==> src/rtl/tge_tx_arbiter.sv <==
// Packet-granular round-robin arbiter feeding the 10GbE core TX interface.
// One frame per grant, one register stage to the core, per-port frame counters.
module tge_tx_arbiter #(
    parameter int N_PORTS = 4
) (
    input  logic                  clk,
    input  logic                  rst,
    input  logic [N_PORTS-1:0]    in_req,
    input  logic [N_PORTS-1:0]    in_valid,
    input  logic [N_PORTS-1:0]    in_eof,
    input  logic [64*N_PORTS-1:0] in_data,
    input  logic [32*N_PORTS-1:0] in_dest_ip,
    input  logic [16*N_PORTS-1:0] in_dest_port,
    output logic [N_PORTS-1:0]    in_ready,
    output logic                  tx_valid,
    output logic                  tx_end_of_frame,
    output logic [63:0]           tx_data,
    output logic [31:0]           tx_dest_ip,
    output logic [15:0]           tx_dest_port,
    input  logic                  tx_afull,
    input  logic                  tx_overflow,
    output logic [2:0]            grant,
    output logic                  busy,
    output logic [32*N_PORTS-1:0] frame_cnt,
    output logic                  ovf_seen,
    output logic [2:0]            ovf_port
);

    typedef enum logic {IDLE, XFER} state_t;

    state_t      state_q, state_d;
    logic [2:0]  grant_q, grant_d;
    logic [2:0]  last_q, last_d;
    logic        sel_found;
    logic [2:0]  sel_idx;
    logic        g_valid, g_eof;
    logic [63:0] g_data;
    logic [31:0] g_ip;
    logic [15:0] g_port;
    logic        accept;
    logic [31:0] cnt_q [N_PORTS];

    // Round-robin pick: lowest requester above last, else lowest requester overall.
    // NOTE: every always_comb output gets a default first, so no path can infer a latch.
    always_comb begin
        sel_found = 1'b0;
        sel_idx   = '0;
        for (int j = N_PORTS - 1; j >= 0; j--) begin
            if (in_req[j]) begin
                sel_found = 1'b1;
                sel_idx   = 3'(j);
            end
        end
        for (int j = N_PORTS - 1; j >= 0; j--) begin
            if (in_req[j] && (3'(j) > last_q)) begin
                sel_idx = 3'(j);
            end
        end
    end

    always_comb begin
        g_valid = 1'b0;
        g_eof   = 1'b0;
        g_data  = '0;
        g_ip    = '0;
        g_port  = '0;
        for (int i = 0; i < N_PORTS; i++) begin
            if (grant_q == 3'(i)) begin
                g_valid = in_valid[i];
                g_eof   = in_eof[i];
                g_data  = in_data[64*i +: 64];
                g_ip    = in_dest_ip[32*i +: 32];
                g_port  = in_dest_port[16*i +: 16];
            end
        end
    end

    // Backpressure acts combinationally so at most one registered word trails tx_afull.
    always_comb begin
        in_ready = '0;
        for (int i = 0; i < N_PORTS; i++) begin
            in_ready[i] = (state_q == XFER) && (grant_q == 3'(i)) && !tx_afull;
        end
    end

    assign accept = (state_q == XFER) && g_valid && !tx_afull;

    always_comb begin
        state_d = state_q;
        grant_d = grant_q;
        last_d  = last_q;
        case (state_q)
            IDLE: begin
                if (sel_found) begin
                    state_d = XFER;
                    grant_d = sel_idx;
                    last_d  = sel_idx;
                end
            end
            XFER: begin
                if (accept && g_eof) begin
                    state_d = IDLE;
                end
            end
        endcase
    end

    // NOTE: state is updated only with non-blocking assignments so all flops sample together.
    always_ff @(posedge clk) begin
        if (!rst) begin
            state_q         <= IDLE;
            grant_q         <= '0;
            last_q          <= 3'(N_PORTS - 1);
            tx_valid        <= 1'b0;
            tx_end_of_frame <= 1'b0;
            tx_data         <= '0;
            tx_dest_ip      <= '0;
            tx_dest_port    <= '0;
            ovf_seen        <= 1'b0;
            ovf_port        <= '0;
            // NOTE: the counter array is a bank of flops, not a RAM, so it is cleared here.
            for (int i = 0; i < N_PORTS; i++) begin
                cnt_q[i] <= '0;
            end
        end else begin
            state_q         <= state_d;
            grant_q         <= grant_d;
            last_q          <= last_d;
            tx_valid        <= accept;
            tx_end_of_frame <= accept && g_eof;
            if (accept) begin
                tx_data      <= g_data;
                tx_dest_ip   <= g_ip;
                tx_dest_port <= g_port;
            end
            for (int i = 0; i < N_PORTS; i++) begin
                if (accept && g_eof && (grant_q == 3'(i))) begin
                    cnt_q[i] <= cnt_q[i] + 32'd1;
                end
            end
            // Only the first overflow is attributed; later ones leave the capture alone.
            if (tx_overflow && !ovf_seen) begin
                ovf_seen <= 1'b1;
                ovf_port <= grant_q;
            end
        end
    end

    for (genvar i = 0; i < N_PORTS; i++) begin : g_cnt
        assign frame_cnt[32*i +: 32] = cnt_q[i];
    end

    assign grant = grant_q;
    assign busy  = (state_q == XFER);

endmodule

==> config.mk <==
export PLATFORM = sky130hd
export DESIGN_NAME = tge_tx_arbiter
export DESIGN_NICKNAME = d
export VERILOG_FILES = /design/src/rtl/tge_tx_arbiter.sv
export SDC_FILE = /design/constraint.sdc
export NUM_CORES = 1
export LEC_CHECK = 0
export ABC_AREA = 1
export BUFFER_PORTS_ARGS = -buffer_cell sky130_fd_sc_hd__buf_4
export CORE_AREA = 5 5 277 279
export DETAILED_ROUTE_END_ITERATION = 6
export DIE_AREA = 0 0 282 284
export GPL_TIMING_DRIVEN = 0
export PLACE_DENSITY = 0.5
export SLEW_MARGIN = 20
export SYNTH_ARGS = -nofsm -noshare
export SYNTH_HDL_FRONTEND = slang
export SYNTH_SLANG_ARGS = --single-unit
==> constraint.sdc <==
create_clock -name clk -period 11.57 [get_ports clk]
set_input_delay 2.314 -clock clk [delete_from_list [all_inputs] [get_ports clk]]
set_output_delay 2.314 -clock clk [all_outputs]
set_load 0.05 [all_outputs]
* Word-level counts from Yosys, hierarchy flattened
Memories as Yosys holds them, arrays and structs flattened.
Cells that the tools add are included.
** Storage, ports and cells
- Flip-flop bits (word level) :: 125
- Memory bits (writable) :: 128
- Input port bits :: 464
- Memories :: 1
** Operators by class
- $add $sub $neg :: 4
- $lt $le $gt $ge :: 4
- Eq/ne operators :: 3
- Multiplexer cells :: 52
- Bitwise gates (word level) :: 5
- Reductions and logical operators :: 24
** Memories
- cnt_q :: words 4, bits a word 32, rd ports 4, clocked after memory_dff 0, wr ports 4, line 41 : logic [31:0] cnt_q [N_PORTS];
** Operators by type and width (number)
- 32-bit two-way mux :: 8
- 64-bit two-way mux :: 4
- 32-bit by 1-bit adder with 32-bit output, second input constant :: 4
- 16-bit two-way mux :: 4
- 1-bit two-way mux :: 27
- 1-bit logical AND :: 20
- 3-bit two-way mux :: 4
- 2-bit two-way mux :: 4
- 3-bit by 2-bit == test with 1-bit output, second input constant :: 2
- 1-bit by 3-bit > comparator with 1-bit output, first input constant :: 2
- 2-bit by 3-bit > comparator with 1-bit output, first input constant :: 2
- 1-bit bitwise OR :: 4
- 3-bit by 1-bit == test with 1-bit output, second input constant :: 1
- 3-bit zero test :: 1
- 1-bit zero test :: 2
- 1-bit case mux with 2 select lines :: 1
- 2-bit AND reduction :: 1
- 1-bit inverter :: 1

* Longest topological paths before layout
- Word-level depth :: 13
- Depth in mapped cells :: 13
- Gate-level depth less buffers :: 10

* Least setup slack after synthesis
OpenSTA, ideal clock, no wires.
- Kind :: input to register
- Start point :: input port tx_afull
- End point :: memory cnt_q[0][0] (enable)
- Library setup time :: 466 ps
- Data arrival time :: 5592 ps
- Required time :: 11104 ps
- Slack :: 5513 ps
- Cell stages on the path :: 7
- Buffers on the path :: 0
- Path through :: nor2_1 -> inv_1 -> nor2_2 -> nand2_1 -> nand2_2 -> nand2_1 -> o21ai_0
** RTL lines
- start, declared :: line 20 : input logic tx_afull,
- end, declared :: line 41

* Worst setup path after layout
- Start point :: input port tx_afull
- End point :: output port in_ready[0]
** On the way
- Word-level cells in the longest chain between the ends :: 2
** Ends and longest elaborated chain
- 1-bit zero test :: line 82 : in_ready[i] = (state_q == XFER) && (grant_q == 3'(i)) && !tx_afull;
- 1-bit logical AND :: line 82
- end, declared :: line 14 : output logic [N_PORTS-1:0] in_ready,
No other way between the ends.

==> results.toml <==
[route]
postRouteAntennaNets = 0
drtPass1Iterations = 5
drt_first_iter_violations = 943
dr_total_vias = 16900
drt_wl_total_um = 89900
vias_per_cell = 4.45
drc = 0
drt-wirelength-per-cell_um = 23.7

[global_route]
antenna_found_initial = 13
met1_usage = 0.249
grt_max_degree = 21
grt_pass1_vias = 16500
grt_use_total = 0.212
use_met3 = 0.0425
grt_remaining_overflow = 0
grt.busiest_layer = "met2"
grt_pass1_wl_um = 122000
met2_usage = 0.389

[worst_setup_path]
cp-endpoint = "in_ready[0]"
worstSetupPathType = "in -> out"
crit_path_end_kind = "primary output"
critPathLaunchType = "input pin"
critPathArrivalTime_ps = 3050
reg2reg_depth = 8
required_ps = 9260
crit_path_start = "tx_afull"
r2r_start = "grant[0]"
critPathMaxFanout = 4
reg2reg_slack_ps = 8310
r2r_end = "tx_dest_ip[0]"

[floorplanning]
rows = 100
die-area_mm2 = 0.0801
dieWidth_um = 282
die_y_um = 284
initial_core_util = 0.196
io_pins = 718
coreArea_mm2 = 0.0739

[cts]
cts_setup_buffers = 0
cts_hold_buf = 0
cts.sinks = 250
cts_root_buf = "clkbuf_16"
cts_resized = 0
cts_tree = "done"
clk_latency_ps = 530
clockBufferDepth = 3
cts.reportedPaths.clkPinSlew_ps = 60
cts_buffers = 34
htreeDepth = 2

[sta]
min_period_over_period = 0.464
relSlewSlack = 0.302
finalCriticalPeriod_ps = 5370
fin_worst_skew_ps = 22.0
worstMarginPinSlew_ps = 1050
rsz0062_at_grt = "no"
setup_tns_ps = 0
setup_viol = 0
max_freq_ghz = 0.186
final_max_slew_viol_count = 0
hold_viol_final = 0

[synthesis]
synth-main-ff-cell = "edfxtp_1"
syn-cell-area_mm2 = 0.0145
ys_types = 38
ys_seq_area_frac = 0.434
synthArstFlopShare = 0
ys_seq_elements = 250
synth-edff-count = 128
syn_area_per_cell_um2 = 7.08
syn_inst = 2045
ys_warn_count = 0

[status]
status = "complete, no violations"

[finish]
multi_input_area_mm2 = 0.00723
seqCellArea_mm2 = 0.00629
syn2layout_area_growth_pct = 54.5
nets = 3268
drive_gt1_frac = 0.302
nFillCells = 8252
post-route-util = 0.303

[place]
place_congestion = 0.938
portBuffers = 714
dpl.hpwl_um = 76100

[pwr]
p_leak_nw = 9.75
power.total_mw = 2.92
irDropWorstVdd_uv = 73.5
powerDensity_mw_per_mm2 = 130

[hold_path]
hold_class = "reg -> reg"

[flow_run]
timing.max_cap.violations = 0
## worst min path at each step
stage	startpoint	endpoint	slack (ps)	cells after the start
after floorplan	last_q[0]	last_q[0]	490	2
after global placement	tx_dest_port[2]	tx_dest_port[2]	460	2
after detailed placement	tx_data[7]	tx_data[7]	470	2
after CTS	tx_dest_port[2]	tx_dest_port[2]	480	2
after global routing	tx_dest_ip[16]	tx_dest_ip[16]	490	2
final	tx_data[7]	tx_data[7]	470	2
## final cells by class
cell class / count / area share
multi-input cells: 1558 / 0.323
flip-flops and latches: 250 / 0.281
repair buffers: 718 / 0.244
well taps: 969 / 0.0542
clock buffers: 47 / 0.0439
inverters: 139 / 0.0233
plain buffers: 99 / 0.0219
clock inverters: 14 / 0.00744
diodes: 5 / 0.000559
## worst max-delay path, stage by stage
cell	delay, ps
buf_4	110
nor2_1	90
inv_1	110
nor2_1	190
buf_4	230
## per-layer routing
metal  vias to the layer above  wire [um]
met2                       585      46000
met5                         -         13
met3                       102       5730
li1                       8281          -
met1                      7918      35300
met4                         2       2810
## kinds of logic (layout without fill, tap and decap cells)
kind of cell / Yosys count / count (layout) / share of synthesized area
compound gates: 268 / 268 / 0.0941
xor+xnor: 66 / 66 / 0.0399
fa+ha+maj: 4 / 4 / 0.00346
buf+inv: 238 / 1017 / 0.0698
flops: 250 / 250 / 0.434
other cells: 1 / 7 / 0.000259
simple gates: 1218 / 1218 / 0.358
## metrics by stage
| step | cells | setup WS (ps) | instance area, um^2 | hold slack [ps] |
|---|---|---|---|---|
| 6_report | 3799 | 6200 | 22400 | 474 |
| 5_1_grt | 3799 | 6140 | 22400 | 489 |
| 4_1_cts | 3794 | 6170 | 22400 | 475 |
| 3_5_place_dp | 3733 | 6170 | 21200 | 468 |
| 3_3_place_gp | 3729 | 4030 | 21100 | 464 |
| 2_1_floorplan | 2046 | 5510 | 14500 | 489 |
## report_power, final
part	internal (mW)	switching [mW]	total, mW
Clock	0.665	0.432	1.10
Sequential	0.977	0.0466	1.02
Combinational	0.257	0.540	0.797
Total	1.90	1.02	2.92
## synthesized netlist by cell type (2+ instances only)
| library cell | instances | share of area |
|---|---|---|
| xor2_1 | 44 | 0.027 |
| inv_1 | 131 | 0.034 |
| nor2_2 | 15 | 0.0065 |
| nor2_1 | 242 | 0.063 |
| buf_4 | 4 | 0.0021 |
| o211ai_1 | 3 | 0.0016 |
| nand4_1 | 21 | 0.0091 |
| o21ai_1 | 80 | 0.028 |
| xnor2_1 | 22 | 0.013 |
| clkbuf_1 | 56 | 0.015 |
| nand2_1 | 595 | 0.15 |
| dfxtp_1 | 122 | 0.17 |
| edfxtp_1 | 128 | 0.27 |
| buf_2 | 28 | 0.0097 |
| buf_1 | 2 | 0.00052 |
| or2_2 | 4 | 0.0017 |
| nor3_1 | 38 | 0.013 |
| inv_2 | 8 | 0.0021 |
| o21ai_0 | 42 | 0.015 |
| buf_6 | 9 | 0.0070 |
| nor2_4 | 2 | 0.0016 |
| ha_1 | 4 | 0.0035 |
| o21a_1 | 4 | 0.0021 |
| nand3b_1 | 17 | 0.0088 |
| a21oi_1 | 137 | 0.047 |
| nand3_1 | 274 | 0.095 |
| nand2_2 | 2 | 0.00086 |
## registers in the layout (all words and copies together) (netlist names)
signal           flops
tx_data             64
cnt_q              128
tx_end_of_frame      1
tx_dest_port        16
tx_dest_ip          32
grant                2
last_q               2
tx_valid             1
ovf_port             2
ovf_seen             1
busy                 1
## placed cells by master, fill, tap and decap left out, types with 21 or more instances in the layout
master and instances:
o21ai_1 80, nand2_1 595, inv_1 131, o21ai_0 38
xor2_1 44, xnor2_1 22, clkbuf_1 63, dfxtp_1 122
buf_4 718, nor3_1 38, clkbuf_16 36, buf_2 28
nand4_1 21, a21oi_1 137, edfxtp_1 128, nand3_1 274
nor2_1 242
(Power assumes the default switching activity.)
